### config.mk
export PLATFORM = sky130hd
export DESIGN_NAME = div_seq_ctrl
export DESIGN_NICKNAME = d
export VERILOG_FILES = /design/src/rtl/div_pkg.sv /design/src/rtl/div_step.sv /design/src/rtl/div_seq_ctrl.sv
export SDC_FILE = /design/constraint.sdc
export NUM_CORES = 1
export LEC_CHECK = 0
export ABC_AREA = 1
export BUFFER_PORTS_ARGS = -buffer_cell sky130_fd_sc_hd__buf_4
export CORE_AREA = 2 2 177 179
export DETAILED_ROUTE_END_ITERATION = 8
export DIE_AREA = 0 0 179 181
export GPL_ROUTABILITY_DRIVEN = 0
export MAX_ROUTING_LAYER = met4
export PLACE_DENSITY_LB_ADDON = 0.12
export SETUP_SLACK_MARGIN = 0.4
export SLEW_MARGIN = 0
export SYNTH_ARGS = -nofsm -noshare
export SYNTH_HDL_FRONTEND = slang
export SYNTH_SLANG_ARGS = --single-unit
### constraint.sdc
create_clock -name clock -period 6.9 [get_ports clock]
set_input_delay 2.07 -clock clock [delete_from_list [all_inputs] [get_ports clock]]
set_output_delay 2.07 -clock clock [all_outputs]
set_load 0.03 [all_outputs]
### src/rtl/div_pkg.sv
// -----------------------------------------------------------------------------
// div_pkg
// Shared definitions for the multi-cycle signed divide sequencer.
//   - div_state_e : sequencer state encoding (IDLE, ITER, FIXUP, DONE)
//   - DIV_WIDTH   : operand width of the divide path
//   - DIV_DZ_QUOT : quotient returned when the divisor is zero
//   - abs_w       : two's-complement magnitude, returned as an unsigned value
//   - neg_if      : conditional two's-complement negate
// The helper functions work at DIV_WIDTH bits. The sequencer's WIDTH
// parameter is expected to stay equal to DIV_WIDTH.
// -----------------------------------------------------------------------------
package div_pkg;

    localparam int DIV_WIDTH = 32;

    localparam logic [DIV_WIDTH-1:0] DIV_DZ_QUOT = '1;

    typedef enum logic [1:0] {
        IDLE  = 2'd0,
        ITER  = 2'd1,
        FIXUP = 2'd2,
        DONE  = 2'd3
    } div_state_e;

    // The most-negative input maps to 2^(W-1), which is representable
    // when the result is read as unsigned.
    function automatic logic [DIV_WIDTH-1:0] abs_w(input logic [DIV_WIDTH-1:0] v);
        return v[DIV_WIDTH-1] ? (~v + 1'b1) : v;
    endfunction

    function automatic logic [DIV_WIDTH-1:0] neg_if(input logic [DIV_WIDTH-1:0] v,
                                                    input logic              neg);
        return neg ? (~v + 1'b1) : v;
    endfunction

endpackage

### src/rtl/div_step.sv
// -----------------------------------------------------------------------------
// div_step
// One restoring-division iteration. This block is purely combinational.
// The {R,Q} pair is shifted left by one bit. The divisor is then trial-
// subtracted from the shifted remainder. The result is kept only when it
// is non-negative, and the new quotient bit records whether it was kept.
//
// Ports:
//   r_i      [WIDTH-1:0]  partial remainder (invariant: r_i < d_i)
//   q_i      [WIDTH-1:0]  dividend / developing quotient
//   d_i      [WIDTH-1:0]  divisor magnitude (non-zero)
//   r_next_o [WIDTH-1:0]  remainder after this step
//   q_next_o [WIDTH-1:0]  quotient after this step
// -----------------------------------------------------------------------------
module div_step
    import div_pkg::*;
#(
    parameter int WIDTH = DIV_WIDTH
) (
    input  logic [WIDTH-1:0] r_i,
    input  logic [WIDTH-1:0] q_i,
    input  logic [WIDTH-1:0] d_i,
    output logic [WIDTH-1:0] r_next_o,
    output logic [WIDTH-1:0] q_next_o
);

    logic [WIDTH:0] r_shift;
    logic [WIDTH:0] trial;
    logic           trial_neg;

    // The bit shifted out of Q becomes the new LSB of R.
    assign r_shift = {r_i, q_i[WIDTH-1]};

    // R < D holds on entry, so r_shift fits in WIDTH bits. As a result,
    // bit WIDTH of the difference is a reliable sign bit.
    assign trial     = r_shift - {1'b0, d_i};
    assign trial_neg = trial[WIDTH];

    assign r_next_o = trial_neg ? {r_i[WIDTH-2:0], q_i[WIDTH-1]} : trial[WIDTH-1:0];
    assign q_next_o = {q_i[WIDTH-2:0], ~trial_neg};

endmodule

### src/rtl/div_seq_ctrl.sv
// -----------------------------------------------------------------------------
// div_seq_ctrl
// Multi-cycle sequencer for the signed divide path. It produces one quotient
// bit per clock. The result matches Verilog signed '/' and '%':
//   - the quotient truncates toward zero;
//   - the remainder takes the sign of the dividend.
// The packed result is {remainder, quotient}.
//
// Parameters:
//   WIDTH    operand width (keep equal to div_pkg::DIV_WIDTH)
//   DZ_QUOT  quotient returned on divide-by-zero
//
// Ports:
//   clock     in   system clock, rising edge
//   clear     in   synchronous active-high reset; overrides every other input
//   start     in   divide request; only honoured in IDLE
//   dividend  in   signed dividend, sampled on the accepting edge
//   divisor   in   signed divisor, sampled on the accepting edge
//   abort     in   (DIV_SEQ_ABORT_EN only) abandon an operation in ITER/FIXUP
//   busy      out  high from the cycle after acceptance through the DONE cycle
//   done      out  one-cycle pulse, result valid
//   div_zero  out  set with done when the divisor was zero; held until the
//                  next acceptance
//   result    out  {remainder, quotient}; held until the next done or clear
//
// Optional feature: defining the macro DIV_SEQ_ABORT_EN adds the abort port.
//
// Timing with the accepting edge numbered 0:
//   - a normal divide spends WIDTH edges in ITER and one edge in FIXUP,
//     so done is high after edge WIDTH+1;
//   - a divide-by-zero goes straight to FIXUP, so done is high after edge 1.
// -----------------------------------------------------------------------------
module div_seq_ctrl
    import div_pkg::*;
#(
    parameter int               WIDTH   = DIV_WIDTH,
    parameter logic [WIDTH-1:0] DZ_QUOT = DIV_DZ_QUOT
) (
    input  logic               clock,
    input  logic               clear,
    input  logic               start,
    input  logic [WIDTH-1:0]   dividend,
    input  logic [WIDTH-1:0]   divisor,
`ifdef DIV_SEQ_ABORT_EN
    input  logic               abort,
`endif
    output logic               busy,
    output logic               done,
    output logic               div_zero,
    output logic [2*WIDTH-1:0] result
);

    localparam int             CNT_W    = $clog2(WIDTH) + 1;
    localparam logic [CNT_W-1:0] LAST_STEP = CNT_W'(WIDTH - 1);

    div_state_e         state_q;
    logic [CNT_W-1:0]   count_q;
    logic [WIDTH-1:0]   r_q;        // partial remainder, or raw dividend on divide-by-zero
    logic [WIDTH-1:0]   q_q;        // |dividend| shifting into the quotient
    logic [WIDTH-1:0]   d_q;        // |divisor|
    logic               qneg_q;     // quotient must be negated at fixup
    logic               rneg_q;     // remainder must be negated at fixup
    logic               dz_q;       // current operation is a divide-by-zero
    logic               busy_q;
    logic               done_q;
    logic               div_zero_q;
    logic [2*WIDTH-1:0] result_q;

    logic [WIDTH-1:0]   r_d;
    logic [WIDTH-1:0]   q_d;
    logic [WIDTH-1:0]   quot_fix;
    logic [WIDTH-1:0]   rem_fix;
    logic               abort_w;

`ifdef DIV_SEQ_ABORT_EN
    assign abort_w = abort;
`else
    assign abort_w = 1'b0;
`endif

    div_step #(
        .WIDTH (WIDTH)
    ) u_div_step (
        .r_i      (r_q),
        .q_i      (q_q),
        .d_i      (d_q),
        .r_next_o (r_d),
        .q_next_o (q_d)
    );

    // Sign correction applied in FIXUP. On a divide-by-zero, r_q holds the
    // original dividend, which is returned unchanged as the remainder.
    always_comb begin
        quot_fix = neg_if(q_q, qneg_q);
        rem_fix  = neg_if(r_q, rneg_q);
        if (dz_q) begin
            quot_fix = DZ_QUOT;
            rem_fix  = r_q;
        end
    end

    always_ff @(posedge clock) begin
        if (clear) begin
            state_q    <= IDLE;
            count_q    <= '0;
            r_q        <= '0;
            q_q        <= '0;
            d_q        <= '0;
            qneg_q     <= 1'b0;
            rneg_q     <= 1'b0;
            dz_q       <= 1'b0;
            busy_q     <= 1'b0;
            done_q     <= 1'b0;
            div_zero_q <= 1'b0;
            result_q   <= '0;
        end else begin
            done_q <= 1'b0;
            case (state_q)
                IDLE: begin
                    if (start) begin
                        busy_q     <= 1'b1;
                        div_zero_q <= 1'b0;
                        count_q    <= '0;
                        if (divisor == '0) begin
                            dz_q    <= 1'b1;
                            r_q     <= dividend;
                            qneg_q  <= 1'b0;
                            rneg_q  <= 1'b0;
                            state_q <= FIXUP;
                        end else begin
                            dz_q    <= 1'b0;
                            r_q     <= '0;
                            q_q     <= abs_w(dividend);
                            d_q     <= abs_w(divisor);
                            qneg_q  <= dividend[WIDTH-1] ^ divisor[WIDTH-1];
                            rneg_q  <= dividend[WIDTH-1];
                            state_q <= ITER;
                        end
                    end
                end

                ITER: begin
                    if (abort_w) begin
                        busy_q  <= 1'b0;
                        state_q <= IDLE;
                    end else begin
                        r_q     <= r_d;
                        q_q     <= q_d;
                        count_q <= count_q + 1'b1;
                        if (count_q == LAST_STEP) begin
                            state_q <= FIXUP;
                        end
                    end
                end

                FIXUP: begin
                    if (abort_w) begin
                        busy_q  <= 1'b0;
                        state_q <= IDLE;
                    end else begin
                        result_q   <= {rem_fix, quot_fix};
                        done_q     <= 1'b1;
                        div_zero_q <= dz_q;
                        state_q    <= DONE;
                    end
                end

                DONE: begin
                    // A start in this cycle is deliberately dropped. The next
                    // acceptance happens in the following IDLE cycle.
                    busy_q  <= 1'b0;
                    state_q <= IDLE;
                end

                default: begin
                    busy_q  <= 1'b0;
                    state_q <= IDLE;
                end
            endcase
        end
    end

    assign busy     = busy_q;
    assign done     = done_q;
    assign div_zero = div_zero_q;
    assign result   = result_q;

endmodule

==> flow_summary_export.csv, run 1 <==
group,metric,value,unit
synthesis,yosysWarningCount,0,
clock_tree,holdBufCountCts,0,
synthesis,synth.avg_cell_area,5.90,um2
layout,final_common_cell,"nand2_1",
job,drv_cap,0,
layout,nFillCells,3240,
clock_tree,cts.sinks,174,
sta,fin_crit,4030,ps
setup_path,crit_fanout,75,
synthesis,synth_seq_cells,174,
power_and_ir_drop,pwr-share-comb,0.667,
layout,final_cells,2786,
power_and_ir_drop,p_sw,4.62,mW
place,placedCellCount,2753,
floorplan,die_w,179,um
drt,drtIter0Drc,1263,
place,dp.final_hpwl,35500,um
layout,drive_above_1_share,0.0954,
drt,dr.pass1.iters,6,
global_route,antenna_found_initial,1,
sta,rsz0062_at_grt,"false",
place,placed_area,14700,um2
drt,antenna_left,0,
status,status,"finished, final reports clean",
layout,nets,2485,
power_and_ir_drop,internal-power,3.58,mW
global_route,grt_pass1_vias,13600,
global_route,grt_remaining_overflow,0,
floorplan,dieArea,32400,um2
sta,period_share,0.583,
global_route,grtUsageTotal,0.295,
floorplan,rows,64,
global_route,grt_pass1_wl,72800,um
clock_tree,post_cts_resized,0,
sta,setup_tns,0,ps
sta,whs,470,ps
place,port_buffers,133,
setup_path,critPathKind,"in2reg",
global_route,grt_max_degree,80,
synthesis,syn_area,13600,um2
synthesis,yosysUniqueCellTypes,52,
worst_hold_path,hold_class,"reg2reg",
drt,vias,14900,
clock_tree,ctsHtreeMaxLevel,4,
sta,drv_slew,0,
drt,drc,0,
layout,area_growth,12.6,%
clock_tree,cts_tree,"done",
sta,setup_slack,2870,ps
clock_tree,post_cts_buffers,0,
power_and_ir_drop,power_density,537,nW/um2
layout,layout_common_cells,"574 x nand2_1, 420 x inv_1, 212 x nor2_1, 184 x o21ai_0, 174 x dfxtp_1",
drt,wl_per_cell,16.4,um
layout,final_area,15300,um2
sta,fin_skew,12.6,ps
synthesis,synth.net_count,2410,
floorplan,core,30300,um2
place,dpl_worst_slack,2450,ps
clock_tree,cts_made_buffers,17,
power_and_ir_drop,clkPwrFrac,0.114,
power_and_ir_drop,seqPwrFrac,0.220,
floorplan,io_pins,134,
setup_path,required,7230,ps
power_and_ir_drop,p_leak,7.88,nW
setup_path,start_kind,"input port",
floorplan,die_h,181,um
drt,routed_wl,45600,um
sta,finalSetupViolCount,0,
clock_tree,insertion_delay,460,ps
drt,avgViaCountPerCell,5.33,
power_and_ir_drop,total_power,8.20,mW
clock_tree,clkTransAtPathRegs,70,ps
synthesis,synth_cells,2301,
clock_tree,clk_path_buf_depth,2,
sta,fmax,0.248,GHz
setup_path,arrival,4350,ps
synthesis,ys_seq_area_frac,0.257,
sta,tightest_slew,1130,ps
sta,maxSlewHeadroom,0.246,
sta,hold_viol_final,0,
floorplan,start_util,0.447,
clock_tree,clock-root-buffer,"clkbuf_16",
power_and_ir_drop,p_sw_frac,0.563,
setup_path,worstSetupEndpointType,"register",
layout,utilization,0.503,
power_and_ir_drop,vdd_ir_drop_max,318,uV
[per-layer routing]
layer / routed length [um] / GRT usage / part of all wire / vias to the layer above
li1: - / - / - / 7479
met1: 20500 / 0.390 / 0.45 / 6803
met2: 20900 / 0.461 / 0.46 / 513
met3: 3200 / 0.0455 / 0.070 / 67
met4: 1030 / 0.0885 / 0.023 / 0
met5: 0 / - / 0 / -
[final cells by class]
cell class              instances  area, um2  area share
multi-input cells            1618       8090       0.530
flip-flops and latches        174       3480       0.228
inverters                     425       1600       0.105
repair buffers                140       1050      0.0688
well taps                     396        495      0.0324
clock buffers                  19        453      0.0296
clock inverters                13        101     0.00663
diodes                          1       2.50    0.000164
[worst max-delay path, stage by stage]
cell and delay, ps:
buf_4 430, clkinv_2 740, buf_4 620, o21ai_0 290, nor3_1 110
[flip-flops by register name, summed over array words and instances (netlist names)]
signal	cells
done	1
r_q	32
state_q	2
busy	1
qneg_q	1
rneg_q	1
dz_q	1
count_q	6
div_zero	1
result	64
q_q	32
d_q	32
[cells in the mapped netlist (all sizes together)]
master / count / area [um2]
a211oi: 2 / 15.0
a21o: 2 / 15.0
a21oi: 163 / 831
a31oi: 14 / 87.6
a41oi: 1 / 8.76
and2: 2 / 12.5
and3: 2 / 12.5
and3b: 1 / 8.76
buf: 28 / 194
clkbuf: 56 / 210
clkinv: 2 / 12.5
dfxtp: 174 / 3480
fa: 1 / 20.0
ha: 41 / 513
inv: 423 / 1590
nand2: 589 / 2280
nand3: 163 / 841
nand3b: 5 / 37.5
nand4: 32 / 221
nor2: 223 / 875
nor3: 37 / 215
nor3b: 2 / 15.0
nor4: 5 / 31.3
o211ai: 19 / 143
o21a: 1 / 7.51
o21ai: 218 / 1090
o21bai: 2 / 15.0
o221ai: 15 / 131
o22ai: 2 / 12.5
o31ai: 2 / 15.0
or2: 11 / 68.8
or3: 1 / 6.26
xnor2: 9 / 78.8
xor2: 53 / 464
[cells by family (layout without fill, tap and decap cells)]
| logic type | after synthesis | after routing | share of synthesized area |
|---|---|---|---|
| flip-flops | 174 | 174 | 0.257 |
| other | 0 | 1 | 0 |
| buffers and inverters | 509 | 597 | 0.148 |
| AO/OA/AOI/OAI | 441 | 441 | 0.175 |
| XOR/XNOR | 62 | 62 | 0.0400 |
| adder cells (fa/ha/maj) | 42 | 42 | 0.0393 |
| AND/OR/NAND/NOR | 1073 | 1073 | 0.341 |
[path summary, 6_finish.rpt]
check	cells after the start	slack, ps	start	endpoint
min reg2reg	2	470	rneg_q	rneg_q
max reg2reg	8	3900	state_q[1]	r_q[3]
max	5	2870	clear	count_q[2]
min	2	470	rneg_q	rneg_q
[power groups by stage]
stage	combinational, mW	clock [mW]	sequential [mW]
finish	5.47	0.934	1.80
global route	6.19	0.989	1.84
CTS	5.43	0.947	1.79
detailed placement	5.40	0	1.81
global placement	5.34	0	1.81
floorplan	3.94	0	1.86
(Power assumes the default switching activity.)
==> run 2: changes to the inputs <==
- clock period: 6.9 -> 4.2 ns (I/O delays scaled with it)
==> flow_summary_export.csv, run 2 (same netlist as run 1, synthesis figures left out) <==
group,metric,value,unit
drt,drtIter0Drc,1263,
sta,fmax,0.339,GHz
global_route,grt_max_degree,91,
floorplan,die_w,179,um
drt,drc,0,
floorplan,start_util,0.447,
clock_tree,clock-root-buffer,"clkbuf_16",
drt,dr.pass1.iters,7,
sta,fin_skew,18.5,ps
floorplan,io_pins,134,
power_and_ir_drop,clkPwrFrac,0.119,
clock_tree,holdBufCountCts,0,
setup_path,worstSetupEndpointType,"register",
layout,area_growth,13.2,%
sta,hold_viol_final,0,
worst_hold_path,hold_class,"reg2reg",
clock_tree,post_cts_buffers,0,
clock_tree,post_cts_resized,0,
sta,fin_crit,2950,ps
global_route,grtUsageTotal,0.297,
drt,vias,14900,
sta,setup_slack,1250,ps
global_route,grt_remaining_overflow,0,
drt,antenna_left,0,
place,placed_area,14800,um2
setup_path,arrival,3340,ps
setup_path,start_kind,"input port",
place,dp.final_hpwl,36200,um
drt,wl_per_cell,16.6,um
layout,nFillCells,3246,
clock_tree,cts_tree,"done",
power_and_ir_drop,vdd_ir_drop_max,430,uV
place,port_buffers,133,
clock_tree,insertion_delay,460,ps
place,dpl_worst_slack,794,ps
status,status,"finished, final reports clean",
drt,avgViaCountPerCell,5.34,
worst_hold_path,hold_path_depth,2,
layout,drive_above_1_share,0.0977,
sta,finalSetupViolCount,0,
layout,antennaDiodeCount,0,
clock_tree,ctsHtreeMaxLevel,4,
layout,final_cells,2791,
setup_path,required,4590,ps
place,placedCellCount,2759,
floorplan,rows,64,
power_and_ir_drop,p_sw_frac,0.563,
global_route,grt_pass1_wl,73300,um
power_and_ir_drop,p_sw,7.64,mW
sta,maxSlewHeadroom,0.399,
global_route,grt_pass1_vias,13800,
clock_tree,cts.sinks,174,
setup_path,critPathMaxStageDelay,360,ps
sta,rsz0062_at_grt,"false",
power_and_ir_drop,pwr-share-comb,0.662,
sta,period_share,0.702,
layout,final_area,15400,um2
setup_path,critPathKind,"in2reg",
setup_path,crit_path_top_delay_cell,"nand3_4",
setup_path,crit_chain,"buf_4 -> inv_1 -> ha_1 -> nand4_2 -> nor2_4 -> nand4_4 -> nor2_4 -> nand3_4 -> o21ai_1 -> inv_1 -> a21oi_1",
floorplan,die_h,181,um
power_and_ir_drop,power_density,884,nW/um2
layout,largest_register_ffs,64,
setup_path,crit_fanout,32,
floorplan,core,30300,um2
layout,nets,2491,
sta,drv_slew,0,
global_route,antenna_found_initial,0,
layout,final_common_cell,"nand2_1",
power_and_ir_drop,p_leak,7.91,nW
floorplan,dieArea,32400,um2
power_and_ir_drop,total_power,13.6,mW
clock_tree,clk_path_buf_depth,2,
job,drv_cap,0,
clock_tree,clkTransAtPathRegs,80,ps
sta,setup_tns,0,ps
power_and_ir_drop,seqPwrFrac,0.219,
clock_tree,cts_made_buffers,17,
sta,tightest_slew,901,ps
setup_path,r2r_cells,18,
layout,layout_common_cells,"574 x nand2_1, 420 x inv_1, 212 x nor2_1, 184 x o21ai_0, 174 x dfxtp_1",
drt,routed_wl,46200,um
power_and_ir_drop,internal-power,5.93,mW
## run 2: cell count changes in the layout (fill, tap and decap cells not counted)
| cell | delta |
|---|---|
| clkbuf_8 | -2 |
| clkinv_8 | +1 |
| clkinvlp_4 | +3 |
| diode_2 | -1 |
| buf_4 | +5 |
| clkinv_2 | -1 |
| inv_6 | -5 |
| bufinv_16 | +1 |
| inv_8 | +3 |
| buf_12 | +1 |
## run 2: worst paths after layout
kind / endpoint / start / slack, ps
max: r_q[7] / divisor[0] / 1250
max reg2reg: r_q[26] / q_q[31] / 1290
min reg2reg: rneg_q / rneg_q / 470
min: rneg_q / rneg_q / 470
## run 2: through the flow
step           utilization  hold WS [ps]
2_1_floorplan            -           430
3_3_place_gp         0.487           456
3_5_place_dp         0.487           459
4_1_cts              0.506           470
5_1_grt              0.506           510
6_report             0.506           470
## run 2: area by class of cell
| class | count | area, um2 | share of cell area |
|---|---|---|---|
| Inverter | 425 | 1600 | 0.104 |
| Tap cell | 396 | 495 | 0.0323 |
| Timing Repair Buffer | 146 | 1110 | 0.0722 |
| Clock buffer | 17 | 425 | 0.0277 |
| Clock inverter | 15 | 155 | 0.0101 |
| Sequential cell | 174 | 3480 | 0.227 |
| Multi-Input combinational cell | 1618 | 8090 | 0.527 |
## run 2: critical path: cells and delay by family
kind                       cells  cell delay [ps]
AOI/OAI and AO/OA              2              440
buffers and inverters          3              280
and+or+nand+nor                5             1040
adders and majority gates      1              280
## run 2: power groups by stage
stage	clock (mW)	sequential [mW]	combinational [mW]
6_report	1.62	2.97	8.99
5_1_grt	1.71	3.03	10.2
4_1_cts	1.63	2.95	8.93
3_5_place_dp	0	2.99	8.89
3_3_place_gp	0	2.98	8.77
2_1_floorplan	0	3.05	6.47
## run 2: metal layers
layer,share of wire,global-route usage
met5,0,-
met4,0.021,0.0735
met3,0.070,0.0461
met2,0.46,0.462
met1,0.45,0.401
